===== config.mk =====
export PLATFORM = sky130hd
export DESIGN_NAME = stream_demux3
export DESIGN_NICKNAME = d
export VERILOG_FILES = /design/src/rtl/stream_demux_pkg.sv /design/src/rtl/demux_slot.sv /design/src/rtl/stream_demux3.sv
export SDC_FILE = /design/constraint.sdc
export NUM_CORES = 1
export LEC_CHECK = 0
export CAP_MARGIN = 10
export CORE_MARGIN = 3
export CORE_UTILIZATION = 46
export DETAILED_ROUTE_END_ITERATION = 8
export GPL_ROUTABILITY_DRIVEN = 0
export PLACE_DENSITY_LB_ADDON = 0.1
export SLEW_MARGIN = 15
export SYNTH_ARGS = -nofsm -noshare
export SYNTH_HDL_FRONTEND = slang
export SYNTH_SLANG_ARGS = --single-unit

===== constraint.sdc =====
create_clock -name clk -period 1.7 [get_ports clk]
set_input_delay 0.17 -clock clk [delete_from_list [all_inputs] [get_ports clk]]
set_output_delay 0.17 -clock clk [all_outputs]
set_load 0.005 [all_outputs]

===== src/rtl/stream_demux_pkg.sv =====
// Shared types and constants for the 1-to-3 stream demultiplexer.
package stream_demux_pkg;

    typedef logic [1:0] route_sel_t;

    localparam route_sel_t SEL_OUT0    = 2'b00;
    localparam route_sel_t SEL_OUT1    = 2'b01;
    localparam route_sel_t SEL_OUT2    = 2'b10;
    localparam route_sel_t SEL_ILLEGAL = 2'b11;

    localparam int unsigned N_OUT = 3;

    typedef enum logic {
        SLOT_EMPTY = 1'b0,
        SLOT_FULL  = 1'b1
    } slot_state_t;

endpackage


===== src/rtl/demux_slot.sv =====
// One-entry output buffer: loads on request, drains on consumer ready,
// holds its data register when drained.
module demux_slot
    import stream_demux_pkg::*;
#(
    parameter int unsigned DW = 8
) (
    input  logic          clk,
    input  logic          rst,
    input  logic          load,
    input  logic [DW-1:0] load_data,
    input  logic          out_ready,
    output logic          out_valid,
    output logic [DW-1:0] out_data,
    output logic          slot_ready
);

    slot_state_t state, state_nxt;

    always_ff @(posedge clk) begin
        if (rst) begin
            state <= SLOT_EMPTY;
        end else begin
            state <= state_nxt;
        end
    end

    // A load wins over a drain, so drain+load in one cycle stays FULL.
    always_comb begin
        state_nxt = state;
        if (load) begin
            state_nxt = SLOT_FULL;
        end else if (state == SLOT_FULL && out_ready) begin
            state_nxt = SLOT_EMPTY;
        end
    end

    always_ff @(posedge clk) begin
        if (rst) begin
            out_data <= '0;
        end else if (load) begin
            out_data <= load_data;
        end
    end

    assign out_valid  = (state == SLOT_FULL);
    assign slot_ready = (state == SLOT_EMPTY) || out_ready;

endmodule


===== src/rtl/stream_demux3.sv =====
// Registered 1-to-3 stream demux with per-output one-entry slots; select 11 is
// consumed and dropped. Define STREAM_DEMUX_DROP_CNT_EN for the drop_cnt port.
module stream_demux3
    import stream_demux_pkg::*;
#(
    parameter int unsigned DW = 8
`ifdef STREAM_DEMUX_DROP_CNT_EN
    ,
    parameter int unsigned CW = 8
`endif
) (
    input  logic          clk,
    input  logic          rst,
    input  logic          in_valid,
    output logic          in_ready,
    input  logic [1:0]    in_sel,
    input  logic [DW-1:0] in_data,
    output logic [2:0]    out_valid,
    input  logic [2:0]    out_ready,
    output logic [DW-1:0] out_data0,
    output logic [DW-1:0] out_data1,
    output logic [DW-1:0] out_data2,
    output logic          drop
`ifdef STREAM_DEMUX_DROP_CNT_EN
    ,
    output logic [CW-1:0] drop_cnt
`endif
);

    route_sel_t          sel;
    logic [N_OUT-1:0]    load;
    logic [N_OUT-1:0]    slot_ready;
    logic                drop_accept;
    logic [DW-1:0]       slot_data [N_OUT];

    assign sel = in_sel;

    // Full parallel decode: each legal select touches only its own slot.
    always_comb begin
        load        = '0;
        in_ready    = 1'b0;
        drop_accept = 1'b0;
        case (sel)
            SEL_OUT0: begin
                in_ready = slot_ready[0];
                load[0]  = in_valid && slot_ready[0];
            end
            SEL_OUT1: begin
                in_ready = slot_ready[1];
                load[1]  = in_valid && slot_ready[1];
            end
            SEL_OUT2: begin
                in_ready = slot_ready[2];
                load[2]  = in_valid && slot_ready[2];
            end
            default: begin
                in_ready    = 1'b1;
                drop_accept = in_valid;
            end
        endcase
    end

    for (genvar i = 0; i < N_OUT; i++) begin : g_slot
        demux_slot #(
            .DW(DW)
        ) u_slot (
            .clk        (clk),
            .rst        (rst),
            .load       (load[i]),
            .load_data  (in_data),
            .out_ready  (out_ready[i]),
            .out_valid  (out_valid[i]),
            .out_data   (slot_data[i]),
            .slot_ready (slot_ready[i])
        );
    end

    assign out_data0 = slot_data[0];
    assign out_data1 = slot_data[1];
    assign out_data2 = slot_data[2];

    always_ff @(posedge clk) begin
        if (rst) begin
            drop <= 1'b0;
        end else begin
            drop <= drop_accept;
        end
    end

`ifdef STREAM_DEMUX_DROP_CNT_EN
    always_ff @(posedge clk) begin
        if (rst) begin
            drop_cnt <= '0;
        end else if (drop_accept && (drop_cnt != '1)) begin
            drop_cnt <= drop_cnt + CW'(1);
        end
    end
`endif

endmodule


==> summary.md, run 1 <==
| Metric | Value |
|---|---|
| Clk network pwr share | between 20% and 30% |
| Worst-path clk slew | between 100 and 150 ps |
| Grt total ovfl | 0 |
| Final Setup Violations | 0 |
| Post-synth ARST share | 0% |
| I/O pin total | 45 |
| Via-to-Cell Ratio | 4.906 |
| Buf+Inv Stages, Crit Path | 1 |
| Top-count cell post-synth | nand2b_1 |
| Crit path arrival time | ~1200 ps |
| Power Total | 1135 uW |
| Seq/Total Area, Yosys | a little under half |
| Synth top area cells | dfxtp_1, mux2i_1, nand2b_1, buf_4, buf_6 |
| Yosys cell types | 14 |
| CP Capture Type | primary output |
| Site Rows | 17 |
| Worst slew margin | between 80 and 90% |
| Largest stage delay, worst path | 520 ps |
| Status | completed |
| Initial core utilization | about 50% |
| CTS H-tree lvls | 1 |
| Type of origin of the critical path | flop |
| Flop pwr share | ~61% |
| Hold Path Class | in2reg |
| Peak Freq | 720.9 MHz |
| Post-synth top flop | dfxtp_1 |
| Minimum clock period | about 1400 ps |
| Root Driver | clkbuf_4 |
| Top post-synthesis cells by count | nand2b_1, dfxtp_1, mux2i_1, buf_4 |
| Synthesis-stage register bit count | 28 |
| First-pass GRT wire length | between 4000 and 5000 um |
| Clk_lat worst skew | roughly 330 ps |
| Post-DP HPWL | 1804 um |
| Filler Cell Count | approximately 170 |
| Antenna violations before repair | 0 |
| Port bufs | 44 |
| CP max-delay cell | clkdlybuf4s50_1 |
| Number of synthesis warnings | 0 |
| Tightest Pin Transition | 189.1 ps |
| Vias in the first global route | 957 |
| Final period util | between 80% and 90% |
| Synth area leader | dfxtp_1 |
| CTS Buf Count | 3 |
| DRT Wirelength | 2397 um |
| DRC | 0 |
| Leak pwr | about 0.00069 uW |
| DR vias | between 800 and 900 |
| Synthesized area | 1170 um^2 |
| Layout cells sized above 1 | 7.843% |
| Max Root-Sink Buffers | 2 |
| Int Power | slightly below 900 uW |
| Starting DRT DRC Count | 25 |
| Peak supply drop | slightly below 0.0006 V |
| Critical path class | reg2out |
| Router iterations before antenna repair | 4 |
| Synth top area share | between 40% and 50% |
| Sw Ratio | between 20% and 30% |
| Core area | approximately 2300 um^2 |
| Syn Inst Count | around 110 |
| Max cap viols | 0 |
| Pwr Density | 684.4 nW/um^2 |
| Postcts setup bufs | 0 |
| Area grow syn2layout | 41.82% |
| P_sw | approximately 260 uW |
| CTS tree | yes |
| Post-route ant nets | 0 |
| Sequential cell area | 560.5 um^2 |
| Logic gate share of total power | between 10% and 20% |
| Avg WL per Cell | ~13 um |
| CP Max Fanout | 2 |
| Syn Nets | between 100 and 150 |
| EDFF count, synth | 0 |
| Total negative slack | 0 ps |
| RSZ-0062 raised after global routing | false |
| Antenna cells | 0 |
| Avg Inst Size Synth | about 11 um^2 |
| Total track usage | between 10% and 20% |
| Die Y-Extent | between 50 and 60 um |
| Die ar. | roughly 3200 um^2 |
| Fin. Hold Viols | 0 |
| CTS sink count | 28 |
| Area of the multi-input gates | 545.5 um^2 |
| # nets final | 171 |
| Slew Limit Fails | 0 |
| Delay-heaviest family, CP | buffers and inverters |
| Skew final | 4.690 ps |
| Die width | between 50 and 60 um |
| Crit path cell chain | clkdlybuf4s50_1 |
| Critical path required time | roughly 1500 ps |
| Largest net degree at the start of global routing | 19 |
## routing by layer
| metal | global-route usage (%) | vias to the layer above | routed length (um) |
|---|---|---|---|
| met3 | 5.287 | 2 | 176 |
| met5 | 0 | - | 0 |
| li1 | - | 447 | - |
| met1 | 18.25 | 408 | 1055 |
| met2 | 27.72 | 31 | 1146 |
| met4 | 4.068 | 0 | 19 |
## power by group through the flow
| stage | clock [uW] | combinational, uW | sequential, uW |
|---|---|---|---|
| 5_1_grt | 298 | 190 | 695 |
| 4_1_cts | 274 | 178 | 691 |
| 3_3_place_gp | 0 | 172 | 705 |
| 6_report | 269 | 176 | 691 |
| 2_1_floorplan | 0 | 75.8 | 707 |
| 3_5_place_dp | 0 | 177 | 706 |
## worst min-delay path, delay by kind of cell
family / cells / cell delay (ps)
AND/OR/NAND/NOR: 1 / 110
multiplexers: 1 / 80
buffers and inverters: 1 / 400
## per-stage QoR
step / area (um^2) / hold WS (ps) / setup slack [ps] / utilization [%] / cells
final: 1659 / 458.4 / 312.7 / 71.56 / 181
after global routing: 1659 / 457.7 / 266.4 / 71.56 / 181
after CTS: 1657 / 451.6 / 30.93 / 71.45 / 181
after detailed placement: 1634 / 462.1 / 56.57 / 70.48 / 178
after global placement: 1634 / 458.9 / 82.28 / 70.48 / 178
after floorplan: 1170 / 354.6 / 763.6 / - / 108
## final cells by class
type | instances | area share [%]
sequential | 28 | 33.79
tap | 28 | 2.112
multi-input combinational | 71 | 32.88
timing repair buffer | 51 | 29.86
clock buffer | 3 | 1.357
## path summary, 6_finish.rpt
kind / cells past startpoint / slack, ps / end / startpoint
max: 1 / 310 / out_data1[5] / g_slot[1].u_slot.out_data[5]
max reg2reg: 5 / 600 / g_slot[0].u_slot.out_data[2] / g_slot[0].u_slot.out_valid
min: 3 / 460 / g_slot[2].u_slot.out_data[6] / in_data[6]
min reg2reg: 2 / 490 / g_slot[1].u_slot.out_data[7] / g_slot[1].u_slot.out_data[7]
## cells in the final DEF (no fill, tap or decap), drive strengths merged
master	n
and3	1
buf	7
nor2b	1
o21ai	2
dfxtp	28
nand2b	35
nand3	1
nand4b	1
dlymetal6s2s	1
nand3b	1
clkbuf	3
mux2i	25
and4b	1
clkdlybuf4s50	43
a21oi	3
## kinds of logic (layout without fill, tap and decap cells)
kind of cell	after synthesis	in the layout	share of synthesized area, %
AOI/OAI and AO/OA	5	5	2.139
muxes	25	25	21.39
and+or+nand+nor	41	41	23.10
buffers and inverters	9	54	5.454
DFF	28	28	47.91
## registers in the layout, summed over array words and instances, names as in the netlist
signal                   count
g_slot.u_slot.out_data      24
g_slot.u_slot.out_valid      3
drop                         1
## timing repair
item / CTS / global route
resized for setup: 0 / 3
hold buffers: 0 / 0
setup endpoints to repair: 0 / 1
Note: power is estimated with default switching activity, not from simulation.
==> run 2, diff against run 1 <==
Settings changed: CORE_UTILIZATION 46 to 38.
Clock period 1.7 ns to 1.22 ns, I/O delays scaled along.
==> run 2 against run 1 <==
Against the previous run:
- clock skew down 4.0 ps
- register-to-register slack got worse by 510 ps
- die area rose by 19%
- count of clock-buffer cells in the layout rose by 1
- largest power group unchanged
- routed wire length up 4.5%
- combinational power increased by 36%
- final cell count up 6.6%
- sequential power rose by 40%
- worst hold slack worse by 65 ps
- critical path type unchanged
==> summary.md, run 2 (same netlist as run 1, synthesis figures left out) <==
| Metric | Value |
|---|---|
| Core area | 2853 um^2 |
| DRT Wirelength | between 2000 and 3000 um |
| Status | completed |
| Leading cell type in the layout, fill and taps excluded | nand2b_1 |
| Critical path class | reg2out |
| Cell count after placement | ~190 |
| Area grow syn2layout | 48.77% |
| Antenna cells | 0 |
| Layout cells sized above 1 | between 30% and 40% |
| Crit path cell chain | nand2b_1, mux2i_1, o21ai_1, buf_2 |
| Pwr Density | 953.2 nW/um^2 |
| I/O pin total | 45 |
| Router iterations before antenna repair | 4 |
| Worst slew margin | between 80% and 90% |
| Root Driver | clkbuf_4 |
| Hold path cells | 3 |
| CTS Buf Count | 3 |
| FF-to-FF path depth | 4 |
| Delay-heaviest family, CP | flip-flops |
| Hold Buf Count CTS | 0 |
| Power Total | approximately 1700 uW |
| Max Root-Sink Buffers | 2 |
| Buf+Inv Stages, Crit Path | 1 |
| Final Setup Violations | 0 |
| Most frequent cells in the layout | nand2b_1, dlygate4sd2_1, dfxtp_2 |
| M1 GR Usage | 17.36% |
| GR peak layer | met2 |
| CTS sink count | 28 |
| Max cap viols | 0 |
| Via-to-Cell Ratio | between 4 and 5 |
| Met3 usage | ~4.6% |
| Worst-path clk slew | roughly 150 ps |
| DRC | 0 |
| Initial core utilization | roughly 40% |
| Largest net degree at the start of global routing | 37 |
| CTS H-tree lvls | 1 |
| Skew final | 0.7321 ps |
| Port bufs | 44 |
| # nets final | ~180 |
| P_sw | 372.8 uW |
| Leak pwr | around 0.00088 uW |
| First-pass GRT wire length | 4050 um |
| Sw Ratio | between 20% and 30% |
| Worst hold path endpoint | g_slot[0].u_slot.out_data[1] |
| Post-DP HPWL | 1851 um |
| Total track usage | between 10% and 20% |
| Site Rows | 19 |
| Fin. Hold Viols | 0 |
| CP Capture Type | primary output |
| Flop pwr share | a little under 60% |
| CP max-delay cell | dfxtp_2 |
| Post-route ant nets | 0 |
| Slew Limit Fails | 0 |
| Minimum clock period | roughly 1200 ps |
| Max reg flops | 24 |
| CTS tree | yes |
| Tightest Pin Transition | roughly 150 ps |
| Vias in the first global route | 879 |
| Crit path arrival time | between 1000 and 1500 ps |
| Peak Freq | roughly 830 MHz |
| FF-to-FF Start | g_slot[2].u_slot.out_valid |
| Int Power | around 1300 uW |
| Post-Route Utilization | between 60% and 70% |
| Logic gate share of total power | between 10% and 20% |
| Largest stage delay, worst path | ~360 ps |
| Starting DRT DRC Count | 15 |
| DR vias | between 900 and 1000 |
| Type of origin of the critical path | flop |
| RSZ-0062 raised after global routing | true |
| Critical path required time | between 1000 and 1500 ps |
| Antenna violations before repair | 0 |
| Die ar. | about 3800 um^2 |
| Die width | 61.49 um |
| Die Y-Extent | about 60 um |
| Avg WL per Cell | 12.97 um |
| CP Max Fanout | 2 |
| Peak supply drop | 0.0005715 V |
| Clk network pwr share | 27.3% |
| GR Util met2 | between 20% and 30% |
| Reg2reg end | g_slot[2].u_slot.out_data[3] |
| Hold Path Class | in2reg |
| HP Start | in_data[1] |
| Flop2flop setup slack | around 90 ps |
| Clk_lat worst skew | ~320 ps |
| Grt total ovfl | 0 |
| Non-filler cells, final | roughly 190 |
| Largest Register | g_slot.u_slot.out_data |
| Final period util | 98.27% |
==> run 2: changes by cell type in the layout (fill, tap and decap cells not counted) <==
cell,previous run,this run
o21ai_1,2,1
dfxtp_1,28,1
clkbuf_8,0,1
o21ai_0,0,1
buf_4,7,14
dlymetal6s2s_1,1,0
buf_12,0,1
dfxtp_2,0,27
clkdlybuf4s50_1,43,15
dlygate4sd2_1,0,28
buf_2,0,1
==> run 2: layer usage <==
metal	vias up	share of wire, %	routed length [um]
met1	427	42	1047
li1	464	-	-
met5	-	0	0
met2	23	51	1289
met3	2	6.1	152
met4	0	0.56	14
==> run 2: cell type report <==
cell class                 count  area (um^2)
fill                         265         1112
sequential                    28        594.3
multi-input combinational     71        545.5
timing repair buffer          59        525.5
tap                           31        38.79
clock buffer                   4        36.28
==> run 2: power by group through the flow <==
| stage | logic [uW] | registers (uW) | clock network [uW] |
|---|---|---|---|
| floorplan | 106 | 985 | 0 |
| global placement | 255 | 982 | 0 |
| detailed placement | 260 | 983 | 0 |
| CTS | 244 | 967 | 467 |
| global route | 262 | 972 | 517 |
| finish | 240 | 967 | 453 |
==> run 2: worst max-delay path by stage <==
stage,endpoint,from,cells past startpoint
after global placement,in_ready,out_ready[2],5
after global routing,in_ready,g_slot[2].u_slot.out_valid,4
final,in_ready,g_slot[0].u_slot.out_valid,4
after detailed placement,in_ready,out_ready[2],5
after CTS,in_ready,g_slot[2].u_slot.out_valid,4
after floorplan,g_slot[2].u_slot.out_data[0],g_slot[2].u_slot.out_valid,4
==> run 2: repair_timing <==
action,CTS,global route
endpoints found under the setup margin,29,1
gates resized for setup,60,0
buffers inserted,4,0
==> run 2: metrics by stage <==
step                worst slack [ps]  hold slack, ps  area (um^2)  TNS [ps]
finish                         21.08           393.0         1740         0
detailed placement            -342.1           461.8         1680     -4858
global placement              -333.2           459.0         1680     -4737
global route                  -93.41           378.4         1740    -93.41
floorplan                      283.6           306.6         1170         0
CTS                           -3.780           393.8         1740    -3.780
==> run 2: worst reg2reg max path, stage by stage, from the launching register on <==
cell      delay [ps]
dfxtp_2          340
nand2b_1          90
buf_4            120
and3_4           270
mux2i_1          230
==> run 3, diff against run 2 <==
Settings changed: ABC_CLOCK_PERIOD_IN_PS set to 1220.
==> results of run 3 <==
Final layout, timing and power as in run 2 (identical DEF).
